**src/rtl/parking_lane_arbiter.sv**
```systemverilog
// ============================================================================
// parking_lane_arbiter
//
// Controller for a single-lane parking ramp that is shared by entering and
// exiting cars. It arbitrates entry/exit requests (round-robin when both are
// eligible) and sequences password authorisation for entry through an
// external checker. It also tracks occupancy against CAPACITY and drives the
// green/red lane LEDs.
//
// Ports:
//   clk         in   system clock, rising edge
//   reset       in   asynchronous active-low reset
//   ent_req     in   entry front sensor (level): car waiting at entry
//   ext_req     in   exit sensor (level): car waiting to leave
//   pw_ok       in   one-cycle pulse: password accepted
//   pw_bad      in   one-cycle pulse: password rejected
//   lane_busy   in   lane back sensor (level): car physically in lane
//   ent_grant   out  entry barrier open
//   ext_grant   out  exit barrier open
//   gLED        out  green: a grant is active
//   rLED        out  red: no grant active
//   car_count   out  cars currently parked (saturates at 0 and CAPACITY)
//   full        out  car_count == CAPACITY
//   lockout     out  entry locked after MAX_TRIES consecutive failures
//
// Optional feature, macro PARK_STATS_EN:
//   tot_entries out  completed entries, saturating 16-bit counter
//   tot_rejects out  pw_bad pulses seen while authorising, saturating
//
// All outputs are registered and change on the same edge as the state
// transition that causes them.
// ============================================================================
module parking_lane_arbiter #(
    parameter int CAPACITY    = 4,
    parameter int CNT_W       = 4,
    parameter int TIMEOUT     = 8,
    parameter int MAX_TRIES   = 3,
    parameter int LOCK_CYCLES = 16
) (
    input  logic             clk,
    input  logic             reset,
    input  logic             ent_req,
    input  logic             ext_req,
    input  logic             pw_ok,
    input  logic             pw_bad,
    input  logic             lane_busy,
    output logic             ent_grant,
    output logic             ext_grant,
    output logic             gLED,
    output logic             rLED,
    output logic [CNT_W-1:0] car_count,
    output logic             full,
    output logic             lockout
`ifdef PARK_STATS_EN
    ,
    output logic [15:0]      tot_entries,
    output logic [15:0]      tot_rejects
`endif
);

    // One timer is shared by AUTH, the pass states and LOCK, so it must be
    // wide enough for the longest of the two intervals.
    localparam int TMR_MAX = (TIMEOUT > LOCK_CYCLES) ? TIMEOUT : LOCK_CYCLES;
    localparam int TMR_W   = $clog2(TMR_MAX + 1);
    localparam int TRY_W   = $clog2(MAX_TRIES + 1);

    localparam logic [TMR_W-1:0] TMO_LAST  = TMR_W'(TIMEOUT - 1);
    localparam logic [TMR_W-1:0] LOCK_LAST = TMR_W'(LOCK_CYCLES - 1);
    localparam logic [TRY_W-1:0] TRY_MAX   = TRY_W'(MAX_TRIES);
    localparam logic [CNT_W-1:0] CAP_C     = CNT_W'(CAPACITY);
    localparam logic [CNT_W-1:0] CNT_ZERO  = '0;

    typedef enum logic [2:0] {
        ST_IDLE,
        ST_AUTH,
        ST_ENT_PASS,
        ST_EXT_PASS,
        ST_LOCK
    } state_t;

    typedef enum logic {
        SIDE_ENTRY,
        SIDE_EXIT
    } side_t;

    state_t             state_q, state_d;
    side_t              last_served_q, last_served_d;
    logic [TMR_W-1:0]   timer_q, timer_d;
    logic [TRY_W-1:0]   tries_q, tries_d;
    logic [TRY_W-1:0]   tries_inc;
    logic [CNT_W-1:0]   car_count_q, car_count_d;
    logic               ent_grant_q, ent_grant_d;
    logic               ext_grant_q, ext_grant_d;
    logic               gled_q, gled_d;
    logic               rled_q, rled_d;
    logic               full_q, full_d;
    logic               lockout_q, lockout_d;
    // Set once lane_busy has been seen high during a pass; the pass then
    // completes on the following low level (the fall).
    logic               seen_busy_q, seen_busy_d;

    logic               ent_elig;
    logic               ext_elig;
    logic               pass_is_entry;

`ifdef PARK_STATS_EN
    logic [15:0]        entries_q, entries_d;
    logic [15:0]        rejects_q, rejects_d;
`endif

    assign ent_elig      = ent_req && !full_q && !lane_busy;
    assign ext_elig      = ext_req && (car_count_q != CNT_ZERO) && !lane_busy;
    assign pass_is_entry = (state_q == ST_ENT_PASS);
    assign tries_inc     = tries_q + TRY_W'(1);

    // ------------------------------------------------------------------
    // Next-state and output logic
    // ------------------------------------------------------------------
    always_comb begin
        state_d       = state_q;
        last_served_d = last_served_q;
        timer_d       = timer_q;
        tries_d       = tries_q;
        car_count_d   = car_count_q;
        ent_grant_d   = ent_grant_q;
        ext_grant_d   = ext_grant_q;
        lockout_d     = lockout_q;
        seen_busy_d   = seen_busy_q;
`ifdef PARK_STATS_EN
        entries_d     = entries_q;
        rejects_d     = rejects_q;
`endif

        case (state_q)
            ST_IDLE: begin
                // Entry wins unless exit is also eligible and entry was
                // the side served last.
                if (ent_elig && (!ext_elig || last_served_q == SIDE_EXIT)) begin
                    state_d = ST_AUTH;
                    timer_d = '0;
                end else if (ext_elig) begin
                    state_d     = ST_EXT_PASS;
                    timer_d     = '0;
                    ext_grant_d = 1'b1;
                    seen_busy_d = 1'b0;
                end
            end

            ST_AUTH: begin
                // pw_bad takes priority, so a simultaneous ok+bad is a reject.
                if (pw_bad) begin
                    tries_d = tries_inc;
                    timer_d = '0;
`ifdef PARK_STATS_EN
                    if (rejects_q != 16'hFFFF) begin
                        rejects_d = rejects_q + 16'd1;
                    end
`endif
                    if (tries_inc >= TRY_MAX) begin
                        state_d   = ST_LOCK;
                        lockout_d = 1'b1;
                    end
                end else if (pw_ok) begin
                    state_d     = ST_ENT_PASS;
                    ent_grant_d = 1'b1;
                    tries_d     = '0;
                    timer_d     = '0;
                    seen_busy_d = 1'b0;
                end else if (!ent_req || timer_q == TMO_LAST) begin
                    // Abandoned attempt: failures so far are remembered.
                    state_d = ST_IDLE;
                end else begin
                    timer_d = timer_q + TMR_W'(1);
                end
            end

            ST_ENT_PASS, ST_EXT_PASS: begin
                if (seen_busy_q) begin
                    if (!lane_busy) begin
                        state_d     = ST_IDLE;
                        ent_grant_d = 1'b0;
                        ext_grant_d = 1'b0;
                        seen_busy_d = 1'b0;
                        if (pass_is_entry) begin
                            last_served_d = SIDE_ENTRY;
                            if (car_count_q != CAP_C) begin
                                car_count_d = car_count_q + CNT_W'(1);
                            end
`ifdef PARK_STATS_EN
                            if (entries_q != 16'hFFFF) begin
                                entries_d = entries_q + 16'd1;
                            end
`endif
                        end else begin
                            last_served_d = SIDE_EXIT;
                            if (car_count_q != CNT_ZERO) begin
                                car_count_d = car_count_q - CNT_W'(1);
                            end
                        end
                    end
                end else if (lane_busy) begin
                    seen_busy_d = 1'b1;
                end else if (timer_q == TMO_LAST) begin
                    // Car never moved into the lane: close the barrier but
                    // still rotate priority so the other side gets a turn.
                    state_d       = ST_IDLE;
                    ent_grant_d   = 1'b0;
                    ext_grant_d   = 1'b0;
                    last_served_d = pass_is_entry ? SIDE_ENTRY : SIDE_EXIT;
                end else begin
                    timer_d = timer_q + TMR_W'(1);
                end
            end

            ST_LOCK: begin
                if (timer_q == LOCK_LAST) begin
                    state_d   = ST_IDLE;
                    lockout_d = 1'b0;
                    tries_d   = '0;
                end else begin
                    timer_d = timer_q + TMR_W'(1);
                end
            end

            default: begin
                state_d     = ST_IDLE;
                ent_grant_d = 1'b0;
                ext_grant_d = 1'b0;
                lockout_d   = 1'b0;
            end
        endcase

        gled_d = ent_grant_d | ext_grant_d;
        rled_d = !gled_d;
        full_d = (car_count_d == CAP_C);
    end

    // ------------------------------------------------------------------
    // State and output registers
    // ------------------------------------------------------------------
    always_ff @(posedge clk or negedge reset) begin
        if (!reset) begin
            state_q       <= ST_IDLE;
            last_served_q <= SIDE_EXIT;
            timer_q       <= '0;
            tries_q       <= '0;
            car_count_q   <= '0;
            ent_grant_q   <= 1'b0;
            ext_grant_q   <= 1'b0;
            gled_q        <= 1'b0;
            rled_q        <= 1'b1;
            full_q        <= 1'b0;
            lockout_q     <= 1'b0;
            seen_busy_q   <= 1'b0;
        end else begin
            state_q       <= state_d;
            last_served_q <= last_served_d;
            timer_q       <= timer_d;
            tries_q       <= tries_d;
            car_count_q   <= car_count_d;
            ent_grant_q   <= ent_grant_d;
            ext_grant_q   <= ext_grant_d;
            gled_q        <= gled_d;
            rled_q        <= rled_d;
            full_q        <= full_d;
            lockout_q     <= lockout_d;
            seen_busy_q   <= seen_busy_d;
        end
    end

`ifdef PARK_STATS_EN
    always_ff @(posedge clk or negedge reset) begin
        if (!reset) begin
            entries_q <= '0;
            rejects_q <= '0;
        end else begin
            entries_q <= entries_d;
            rejects_q <= rejects_d;
        end
    end

    assign tot_entries = entries_q;
    assign tot_rejects = rejects_q;
`endif

    assign ent_grant = ent_grant_q;
    assign ext_grant = ext_grant_q;
    assign gLED      = gled_q;
    assign rLED      = rled_q;
    assign car_count = car_count_q;
    assign full      = full_q;
    assign lockout   = lockout_q;

endmodule

```
**config.mk**
```make
export PLATFORM = sky130hd
export DESIGN_NAME = parking_lane_arbiter
export DESIGN_NICKNAME = d
export VERILOG_FILES = /design/src/rtl/parking_lane_arbiter.sv
export SDC_FILE = /design/constraint.sdc
export NUM_CORES = 1
export LEC_CHECK = 0
export BUFFER_PORTS_ARGS = -buffer_cell sky130_fd_sc_hd__buf_2
export CORE_UTILIZATION = 56
export DETAILED_ROUTE_END_ITERATION = 7
export PLACE_DENSITY = 0.75
export SLEW_MARGIN = 20
export SYNTH_ARGS = -nofsm -noshare
export SYNTH_HDL_FRONTEND = slang
export SYNTH_SLANG_ARGS = --single-unit
```
**constraint.sdc**
```tcl
create_clock -name clk -period 4.2 [get_ports clk]
set_clock_uncertainty 0.2 [all_clocks]
set_input_delay 0.42 -clock clk [delete_from_list [all_inputs] [get_ports clk]]
set_output_delay 0.42 -clock clk [all_outputs]
set_load 0.005 [all_outputs]
```
### Word-level counts from Yosys, hierarchy flattened

Cells that the tools add are included.

* register bits after elaboration: 22

* add/subtract/negate cells: 4
* $lt $le $gt $ge: 1
* eq/ne operators: 25
* multiplexer cells: 61
* bitwise operators: 3
* reduce and logical (&&, ||, !) cells: 28

Operators with widths (count)
* $mux 5: 9
* $mux 3: 11
* $mux 1: 25
* $mux 4: 6
* $ne 2x2->1 const B: 11
* $pmux 5 s4: 1
* $ne 3x3->1 const B: 4
* $pmux 1 s3: 4
* $pmux 3 s4: 1
* $ne 4x4->1 const B: 2
* $reduce_bool 4->1: 2
* $reduce_and 7->1: 1
* $eq 3x2->1 const B: 2
* $mux 2: 3
* $reduce_and 3->1: 2
* $reduce_and 6->1: 1
* $reduce_or 2->1: 3
* $add 5x1->5 const B: 1
* $eq 5x3->1 const B: 1
* $eq 5x4->1 const B: 1
* $logic_and 1x1->1: 5
* $logic_not 1->1: 5
* $reduce_and 5->1: 1
* $add 4x1->4 const B: 1
* 16 further kinds: 19

### Depth between registers and ports, before layout

* depth in word-level cells: 10
* mapped depth: 8
* depth with buffers taken out: 8

### Least setup slack after synthesis

No wires, ideal clock.

* path kind: reg-to-reg
* from: reg car_count_q[0], in the netlist car_count[0]
* to: reg timer_q[3]
* setup time: 0.130 ns
* arrival: 1.850 ns
* data required time: 3.870 ns
* path slack: 2.019 ns
* stages on the path, launching flop included: 8
* path buffers: 0
* clock period less this slack: 2.181 ns
* path through: dfrtp_1 -> inv_1 -> ha_1 -> or3b_4 -> a311o_2 -> nand4_4 -> or2_4 -> o31ai_2

* word-level cells in the longest chain between the ends: 8

RTL lines
* start, declared: RTL line 91 `logic [CNT_W-1:0] car_count_q, car_count_d;`
* start signal, assigned: RTL line 260 `car_count_q <= car_count_d;`
* $reduce_bool 4->1 *: RTL line 112 `assign ext_elig = ext_req && (car_count_q != CNT_ZERO) && !lane_busy;`
* $logic_and 1x1->1 * (2 in a row): RTL line 112
* $logic_not 1->1: RTL line 138 `if (ent_elig && (!ext_elig || last_served_q == SIDE_EXIT)) begin`
* $logic_or 1x1->1: RTL line 138
* $logic_and 1x1->1: RTL line 138
* $ne 3x3->1 (no source line) or $mux 5 (tied branches)
* $reduce_and 7->1 (no source line) or $pmux 5 s4 (tied branches)
* end signal, assigned: RTL line 258 `timer_q <= timer_d;`
* end, declared: RTL line 88 `logic [TMR_W-1:0] timer_q, timer_d;`

Mark *: on every way between the ends. The rest lies on a longest branch, timed or not.
A chain may end at the register's enable or synchronous reset.

### Worst setup path in the final report

* from: reg timer_q[0]
* to: reg timer_q[3]

* word-level cells in the longest chain between the ends: 5

RTL lines
* $add 5x1->5: RTL line 173, 211, 221
* $mux 5, on equally long branches: RTL line 203, 169
* $mux 5, on equally long branches: RTL line 201, 163
* $mux 5, on equally long branches: RTL line 178, 151
* $pmux 5 s4: RTL line 134 `case (state_q)`

Several ways; a longest one is shown, not always the timed one. The select of a mux whose other input is x is not followed.

==> impl_metrics.toml <==
[run_status]
status = "finished clean"

[synthesis]
syn_area_per_cell_um2 = 9.38
syn_area_um2 = 1330
synth_commonest_cells = "dfrtp_1, nand2_1, o21ai_0, inv_1, nor2_1"
synth.top_cell.area_share_pct = 37.6
synth_flop_cell = "dfrtp_1"
synth.most_common_cell = "dfrtp_1"
yosys.area.top_type = "dfrtp_1"
yosys_warnings = 0
synth_fp_nets = 154
synth_cell_types = 43
synthTopCellsByArea = "dfrtp_1, o21ai_0, ha_1"
async_flop_share_pct = 100
yosys_register_bits = 22
yosysSeqAreaShare_pct = 41.5
postSynthCellCount = 142
synth_edf_count = 0

[cts]
ctsHoldBuffers = 1
cts_sinks = 22
cts_root_buf = "clkbuf_4"
insertion_delay_ns = 0.31
numCtsBuffers = 3
cts_max_level = 1
ctsResizeCount = 0
tritoncts = "built"
cts.clk_slew.worst_paths_ns = 0.12
cts_setup_buffers = 0
clock_path_buffers = 2

[place]
dp_hpwl_um = 2010
gp_congestion = 0.928
dpl_worst_slack_ns = 1.84
io_buffers = 16

[power]
leakagePower_nw = 0.666
ir_worst_vdd_v = 0.000442
p_per_area_nw_per_um2 = 678

[worst_setup_path]
crit_type = "reg2reg"
cp.arrival_ns = 2.39
path_common_cell = "ha_1"
r2r_slack_ns = 1.84
crit_slowest_cell = "dfrtp_1"
worstPathCellList = "ha_1 > and3_1 > ha_1 > nor3_1 > nand2b_1 > nand4_4 > or2_4 > o31ai_2"
required_ns = 4.23
max_stage_delay_ns = 0.45
critPathTopFamily = "simple AND/OR/NAND/NOR gates"
critPathCaptureType = "flip-flop"
crit_path_max_fanout = 8
critPathBufInv = 0
worst_setup_path_start_kind = "flip-flop"

[sta]
fin_setup_tns_ns = 0
hold_viol_final = 0
fin_ws_ns = 1.84
layout_min_cycle_time_ns = 2.36
rsz0062_at_grt = "no"
setup_violations = 0
fmax_mhz = 424
relSlewSlack_pct = 50.4
tightest_slew_ns = 0.737
finalMaxSlewViolations = 0
finalCritPeriodShare_pct = 56.2

[route]
routed_wl_um = 2680
first_pass_iters = 4
detail-route-antenna-nets = 0
drt_iter0_drc = 34
drc = 0
viasPerCell = 5.94
vias = 1117
drt-wirelength-per-cell_um = 14.2

[min_path]
worstHoldPathType = "in2reg"

[finish]
fin_util_pct = 65.7
nNetsFinal = 173
syn2layout_area_growth_pct = 10.2
layout-drive-gt1-share_pct = 21.3
nFillCells = 188
diodes = 0

[die]
rows = 17
die_w_um = 50.8
io_pins = 17
core_area_um2 = 2230
die_area_um2 = 2580
start_util_pct = 59.6
die_h_um = 50.8

[run]
cap_violations = 0

[global_routing]
grt_overflow_total = 0
grt_first_pass_wirelength_um = 4530
grt.total_usage_pct = 23.6
grt_max_degree = 23
antenna_found_initial = 0
first_global_vias = 1046
==> through the flow <==
step	std cells	instance area, um2	hold slack, ns	power, mW
after detailed placement	183	1430	0.214	0.891
after CTS	188	1470	0.193	0.997
after floorplan	142	1330	-0.0756	0.758
after global routing	188	1470	0.230	1.07
final	188	1470	0.203	0.994
after global placement	183	1430	0.196	0.872
==> path summary, 6_finish.rpt <==
kind,cells past startpoint,startpoint,endpoint
worst max-delay path,8,timer_q[0]$_DFFE_PN0P_,timer_q[3]$_DFFE_PN0P_
worst min-delay path,3,pw_bad,state_q[2]$_DFFE_PN0P_
worst max register to register,8,timer_q[0]$_DFFE_PN0P_,timer_q[3]$_DFFE_PN0P_
worst min register to register,1,tries_q[0]$_DFFE_PN0P_,tries_q[0]$_DFFE_PN0P_
max in group asynchronous,2,reset,last_served_q$_DFFE_PN1P_
min in group asynchronous,2,reset,tries_q[0]$_DFFE_PN0P_
==> registers in the layout, summed over array words and instances (netlist names) <==
| name | cells |
|---|---|
| car_count | 4 |
| ent_grant | 1 |
| ext_grant | 1 |
| full | 1 |
| gLED | 1 |
| last_served_q | 1 |
| lockout | 1 |
| rLED | 1 |
| seen_busy_q | 1 |
| state_q | 3 |
| timer_q | 5 |
| tries_q | 2 |
==> cell type report <==
type                    instances  area, um2  share of cell area, %
multi-input cells             104        713                   48.6
flip-flops and latches         22        553                   37.7
repair buffers                 17       90.1                   6.14
inverters                      13       48.8                   3.33
well taps                      28       35.0                   2.39
clock buffers                   4       26.3                   1.79
==> where the power goes <==
| part | internal, mW | switching, mW |
|---|---|---|
| sequential | 0.302 | 0.108 |
| combinational | 0.224 | 0.258 |
| clock | 0.0371 | 0.0637 |
| total | 0.564 | 0.430 |
==> layout by cell type, fill, tap and decap left out, drive strengths merged, types with 2 or more instances in the layout <==
cell type and count:
nor2 9, and4bb 2, a31oi 2, nand3 6
nand2b 3, or3b 2, inv 13, dfrtp 20
o21a 2, or3 2, o21ai 16, clkbuf 4
nand2 15, a21oi 5, ha 5, xnor2 2
a22o 2, o31ai 5, mux2i 2, nor3 5
buf 16, dfstp 2, nor3b 3
==> kinds of logic (layout without fill, tap and decap cells) <==
group | Yosys count | in the layout | synth area share [%]
and+or+nand+nor | 55 | 55 | 24.5
AOI/OAI and AO/OA | 40 | 40 | 21.5
DFF | 22 | 22 | 41.5
buffers and inverters | 16 | 34 | 4.89
adders and majority gates | 5 | 5 | 4.70
xor gates and xnor gates | 2 | 2 | 1.32
muxes | 2 | 2 | 1.50
==> worst register-to-register path, stage by stage, from the launching register on <==
cell	delay, ns
dfrtp_1	0.45
ha_1	0.25
and3_1	0.19
ha_1	0.19
nor3_1	0.17
nand2b_1	0.19
nand4_4	0.14
or2_4	0.31
o31ai_2	0.18
==> routing by layer <==
metal	GRT usage [%]	routed length (um)	share of wire, %	vias to the layer above
li1	-	-	-	554
met1	33.3	1310	49	520
met2	35.3	1200	45	38
met3	3.94	128	4.8	5
met4	10.6	36	1.3	0
met5	0	0	0	-
No activity file was read; power rests on OpenSTA's default activity.
